--- src/rtl/adc_scan_ctrl.sv ---
`default_nettype none
// ============================================================================
//  Module      : adc_scan_ctrl
//  Description : Multi-channel ADC scan sequencer. Walks the enabled mux
//                channels in ascending order, discards samples while the mux
//                and ADC pipeline settle, averages 2^AVG_LOG2 samples and
//                emits one tagged 16-bit result per channel.
//  Revision    : 1.0 - initial release
// ============================================================================
module adc_scan_ctrl #(
    parameter int NUM_CH   = 4,
    parameter int SETTLE   = 4,
    parameter int AVG_LOG2 = 2
) (
    input  logic              scan_Clk,
    input  logic              scan_Rst,
    input  logic              scan_En,
    input  logic [NUM_CH-1:0] ch_mask,
    input  logic [11:0]       adc_in,
    output logic [3:0]        ch_sel,
    output logic [15:0]       res_data,
    output logic [3:0]        res_ch,
    output logic              res_valid,
    output logic              scan_done,
    output logic              busy
);

    localparam int         c_ACC_W       = 12 + AVG_LOG2;
    localparam logic [7:0] c_SETTLE_LAST = 8'(SETTLE - 1);
    localparam logic [7:0] c_ACC_LAST    = 8'((1 << AVG_LOG2) - 1);
    localparam logic [3:0] c_PTR_INIT    = 4'(NUM_CH - 1);

    typedef enum logic [2:0] {
        S_IDLE   = 3'd0,
        S_SELECT = 3'd1,
        S_SETTLE = 3'd2,
        S_ACCUM  = 3'd3,
        S_OUTPUT = 3'd4
    } state_t;

    state_t               r_state;
    state_t               w_state_nxt;
    logic [3:0]           r_ptr;
    logic [7:0]           r_cnt;
    logic [c_ACC_W-1:0]   r_acc;
    logic [3:0]           r_ch_sel;
    logic [15:0]          r_res_data;
    logic [3:0]           r_res_ch;
    logic                 r_res_valid;
    logic                 r_scan_done;

    logic                 w_run;
    logic                 w_any_above;
    logic [3:0]           w_hi_idx;
    logic [3:0]           w_lo_idx;
    logic [3:0]           w_next_ch;
    logic [c_ACC_W-1:0]   w_acc_sum;
    logic [c_ACC_W-1:0]   w_avg;

    assign w_run     = scan_En && (ch_mask != '0);
    assign w_acc_sum = r_acc + c_ACC_W'(adc_in);
    assign w_avg     = w_acc_sum >> AVG_LOG2;

    // Lowest enabled channel above the pointer, and lowest enabled overall
    // for the wrap-around; an empty mask leaves the pointer where it is.
    always_comb begin
        w_any_above = 1'b0;
        w_hi_idx    = r_ptr;
        w_lo_idx    = r_ptr;
        for (int i = NUM_CH - 1; i >= 0; i--) begin
            if (ch_mask[i]) begin
                w_lo_idx = 4'(i);
                if (4'(i) > r_ptr) begin
                    w_hi_idx    = 4'(i);
                    w_any_above = 1'b1;
                end
            end
        end
    end

    assign w_next_ch = w_any_above ? w_hi_idx : w_lo_idx;

    // State register.
    always_ff @(posedge scan_Clk or negedge scan_Rst) begin
        if (!scan_Rst) begin
            r_state <= S_IDLE;
        end else begin
            r_state <= w_state_nxt;
        end
    end

    // Next-state logic: one channel is always completed once started.
    always_comb begin
        w_state_nxt = r_state;
        case (r_state)
            S_IDLE:   if (w_run) w_state_nxt = S_SELECT;
            S_SELECT: w_state_nxt = S_SETTLE;
            S_SETTLE: if (r_cnt == c_SETTLE_LAST) w_state_nxt = S_ACCUM;
            S_ACCUM:  if (r_cnt == c_ACC_LAST) w_state_nxt = S_OUTPUT;
            S_OUTPUT: w_state_nxt = w_run ? S_SELECT : S_IDLE;
            default:  w_state_nxt = S_IDLE;
        endcase
    end

    // Datapath: pointer, counters, accumulator and registered result outputs.
    // Results are registered on the last ACCUM edge so they are visible for
    // exactly the OUTPUT cycle.
    always_ff @(posedge scan_Clk or negedge scan_Rst) begin
        if (!scan_Rst) begin
            r_ptr       <= c_PTR_INIT;
            r_cnt       <= '0;
            r_acc       <= '0;
            r_ch_sel    <= '0;
            r_res_data  <= '0;
            r_res_ch    <= '0;
            r_res_valid <= 1'b0;
            r_scan_done <= 1'b0;
        end else begin
            r_res_valid <= 1'b0;
            r_scan_done <= 1'b0;
            case (r_state)
                S_SELECT: begin
                    r_ptr    <= w_next_ch;
                    r_ch_sel <= w_next_ch;
                    r_acc    <= '0;
                    r_cnt    <= '0;
                end
                S_SETTLE: begin
                    if (r_cnt == c_SETTLE_LAST) begin
                        r_cnt <= '0;
                    end else begin
                        r_cnt <= r_cnt + 8'd1;
                    end
                end
                S_ACCUM: begin
                    r_acc <= w_acc_sum;
                    if (r_cnt == c_ACC_LAST) begin
                        r_res_valid <= 1'b1;
                        r_res_data  <= {4'b0000, w_avg[11:0]};
                        r_res_ch    <= r_ptr;
                        r_scan_done <= ~w_any_above;
                    end else begin
                        r_cnt <= r_cnt + 8'd1;
                    end
                end
                S_OUTPUT: begin
                    // Leaving for IDLE: next sweep restarts at lowest channel.
                    if (!w_run) r_ptr <= c_PTR_INIT;
                end
                default: ;
            endcase
        end
    end

    assign ch_sel    = r_ch_sel;
    assign res_data  = r_res_data;
    assign res_ch    = r_res_ch;
    assign res_valid = r_res_valid;
    assign scan_done = r_scan_done;
    assign busy      = (r_state != S_IDLE);

endmodule
`default_nettype wire

--- config.mk ---
export PLATFORM = sky130hd
export DESIGN_NAME = adc_scan_ctrl
export DESIGN_NICKNAME = d
export VERILOG_FILES = /design/src/rtl/adc_scan_ctrl.sv
export SDC_FILE = /design/constraint.sdc
export NUM_CORES = 1
export LEC_CHECK = 0
export ABC_CLOCK_PERIOD_IN_PS = 5200
export CAP_MARGIN = 10
export CORE_ASPECT_RATIO = 0.6
export CORE_MARGIN = 2
export CORE_UTILIZATION = 48
export DETAILED_ROUTE_END_ITERATION = 16
export GPL_ROUTABILITY_DRIVEN = 1
export PLACE_DENSITY = 0.77
export SLEW_MARGIN = 20
export SYNTH_ARGS = -nofsm -noshare
export SYNTH_HDL_FRONTEND = slang
export SYNTH_SLANG_ARGS = --single-unit
--- constraint.sdc ---
create_clock -name scan_Clk -period 5.2 [get_ports scan_Clk]
set_input_delay 0.78 -clock scan_Clk [delete_from_list [all_inputs] [get_ports scan_Clk]]
set_output_delay 0.78 -clock scan_Clk [all_outputs]
set_load 0.01 [all_outputs]
==> results.json <==
{
  "yosysWarningCount": 0,
  "ant_nets": 0,
  "total_power_mw": 1.888,
  "fill_cells": 486,
  "fin_area_um2": 3322,
  "synthArstFlopShare_pct": 100.0,
  "grt_pass1_vias": 2061,
  "grt_max_degree": 52,
  "fin_tns_setup_ps": 0,
  "pwr-share-seq_pct": 36.2,
  "routabilityCongestion": 0.9176,
  "post-route-period-util_pct": 56.60,
  "layout-drive-gt1-share_pct": 8.385,
  "synth_cell_types": 53,
  "clk_transition_reported_paths_ps": 90,
  "rows": 21,
  "grtUsageMet1_pct": 33.19,
  "yosysTopAreaCellShare_pct": 44.34,
  "hold_class": "register to register",
  "post_cts_buffers": 0,
  "port_buffers": 41,
  "drc": 0,
  "grt_usage_pct": 20.55,
  "syn_inst": 281,
  "ctsHtreeMaxLevel": 2,
  "busiest_layer": "met1",
  "regToRegSetupSlack_ps": 2630,
  "worstPathRequired_ps": 5400,
  "worst_pin_slew_ps": 828.9,
  "placed_area_um2": 3212,
  "viasPerCell": 5.358,
  "p_leak_nw": 1.504,
  "cts_resized": 0,
  "routedWlPerCell_um": 14.64,
  "critPathCaptureType": "register",
  "placedCellCount": 394,
  "pre_cts_ws_ps": 1953,
  "setup_viol": 0,
  "start_kind": "primary input",
  "p_clk_share_pct": 14.5,
  "crit_path_max_fanout": 3,
  "setup_ws_ps": 2257,
  "p_int_mw": 1.136,
  "numClockSinks": 51,
  "place_hpwl_um": 4228,
  "drtPass1Iterations": 4,
  "fmax_mhz": 339.8,
  "dr_total_vias": 2154,
  "die_w_um": 102.0,
  "start_util_pct": 49.64,
  "synth_area_per_cell_um2": 9.840,
  "n_antenna_cell": 0,
  "hold_violations": 0,
  "netlist_top_cells_area": "dfrtp_1, ha_1, nand2_1",
  "num-nets-final": 354,
  "yosysMostFrequentCell": "dfrtp_1",
  "synthTopCellsByCount": "dfrtp_1, nand2_1, o21ai_0",
  "die_area_um2": 6404,
  "synth-seq-cells": 51,
  "swShare_pct": 39.79,
  "grt_setup_unrepaired": "no",
  "path_class": "primary input to register",
  "cts_tree": "built",
  "synth.largest_area_cell": "dfrtp_1",
  "period_needed_ps": 2943,
  "met2_usage_pct": 26.23,
  "syn_area_um2": 2765,
  "status": "finished, final reports clean",
  "peakVddDrop_uv": 221.3,
  "grt_first_pass_wirelength_um": 10210,
  "fin_skew_ps": 9.374,
  "area_growth_pct": 20.14,
  "antenna_found_initial": 0,
  "p_comb_share_pct": 49.3,
  "synthFlopType": "dfrtp_1",
  "cap_violations": 0,
  "wirelength_um": 5887,
  "die_y_um": 62.79,
  "slew_violations": 0,
  "ctsHoldBuffers": 0,
  "ios": 46,
  "p_sw_mw": 0.7511,
  "synth-seq-area-share_pct": 46.24,
  "clk_path_buf_depth": 2,
  "numCtsBuffers": 5,
  "clk_latency_ps": 300,
  "use_met3_pct": 6.600,
  "relSlewSlack_pct": 44.74,
  "stdcell_count": 402,
  "power.density_nw_per_um2": 568.2,
  "synth_edf_count": 0,
  "cts-root-buf": "clkbuf_8",
  "drtIter0Drc": 141,
  "crit_arrival_ps": 3140,
  "grt_overflow": 0,
  "core_um2": 5570
}
[power by group through the flow]
| stage | clock, mW | combinational, mW | sequential [mW] |
|---|---|---|---|
| after floorplan | 0 | 0.632 | 0.675 |
| after global placement | 0 | 0.904 | 0.680 |
| after detailed placement | 0 | 0.927 | 0.687 |
| after CTS | 0.283 | 0.932 | 0.683 |
| after global routing | 0.305 | 1.04 | 0.706 |
| final | 0.275 | 0.930 | 0.683 |
[cell type report]
class	count	area (µm²)	share of cell area, %
clock buffer	6	72.57	2.185
multi-input combinational	212	1386	41.73
sequential	51	1279	38.49
timing repair buffer	42	412.9	12.43
clock inverter	2	37.54	1.130
tap	80	100.1	3.013
inverter	9	33.78	1.017
[path summary, 6_finish.rpt]
check / startpoint / end / cells past startpoint
min: res_data[1] / res_data[1] / 2
min reg2reg: res_data[1] / res_data[1] / 2
max reg2reg: r_state[0] / res_data[7] / 5
max in group asynchronous: scan_Rst / res_data[6] / 2
max: adc_in[0] / r_acc[12] / 10
min in group asynchronous: scan_Rst / r_cnt[7] / 2
[critical path: stages]
cell and delay, ps:
clkdlybuf4s50_1 460, ha_1 170, inv_1 50, fa_1 400, nor2b_1 180, o2111ai_1 150, a31oi_1 310, a211oi_1 170
and3_1 200, a211o_1 260
[cell families after synthesis]
family / after synthesis / share of synthesized area [%]
AND/OR/NAND/NOR: 95 / 16.97
AO/OA/AOI/OAI: 77 / 18.37
flip-flops: 51 / 46.24
buffers and inverters: 21 / 4.027
adder cells (fa/ha/maj): 14 / 6.607
XOR/XNOR: 14 / 4.434
multiplexers: 8 / 3.213
other: 1 / 0.1356
[metrics by stage]
step           utilization, %  hold WS [ps]
3_3_place_gp            57.66         460.0
5_1_grt                 59.64         523.2
4_1_cts                 59.64         489.1
2_1_floorplan               -         442.8
6_report                59.64         485.0
3_5_place_dp            57.66         468.2
[sequential cells by signal, summed over array words and instances (netlist names)]
name,count
ch_sel,4
r_acc,14
r_cnt,8
r_ptr,4
r_state,3
res_ch,4
res_data,12
res_valid,1
scan_done,1
[metal layers]
metal  vias up  share of wire (%)
li1       1066                  -
met1      1006                 52
met2        76                 40
met3         6                6.6
met4         0                1.1
met5         -                  0
[layout by cell type (no fill, tap or decap), types with 2 or more instances in the layout]
master and n:
nand2b_1 6, dfrtp_1 49, nor2b_1 6, conb_1 4
clkdlybuf4s50_1 40, and2_1 3, a31oi_1 3, o31ai_1 3
dfstp_2 2, or3_1 3, a211o_1 2, a21oi_1 12
nand3b_1 2, nand4_1 2, nor4_1 2, o21a_1 5
xor2_1 10, mux2_2 7, nand2_1 36, a22o_1 5
and3_1 4, inv_1 8, o21ai_0 25, clkbuf_8 5
nor2_1 19, a21o_1 5, ha_1 13, o21ai_1 4
xnor2_1 4, nor3_1 2, a211oi_1 2, nand3_1 6
No activity file was read; power rests on OpenSTA's default activity.
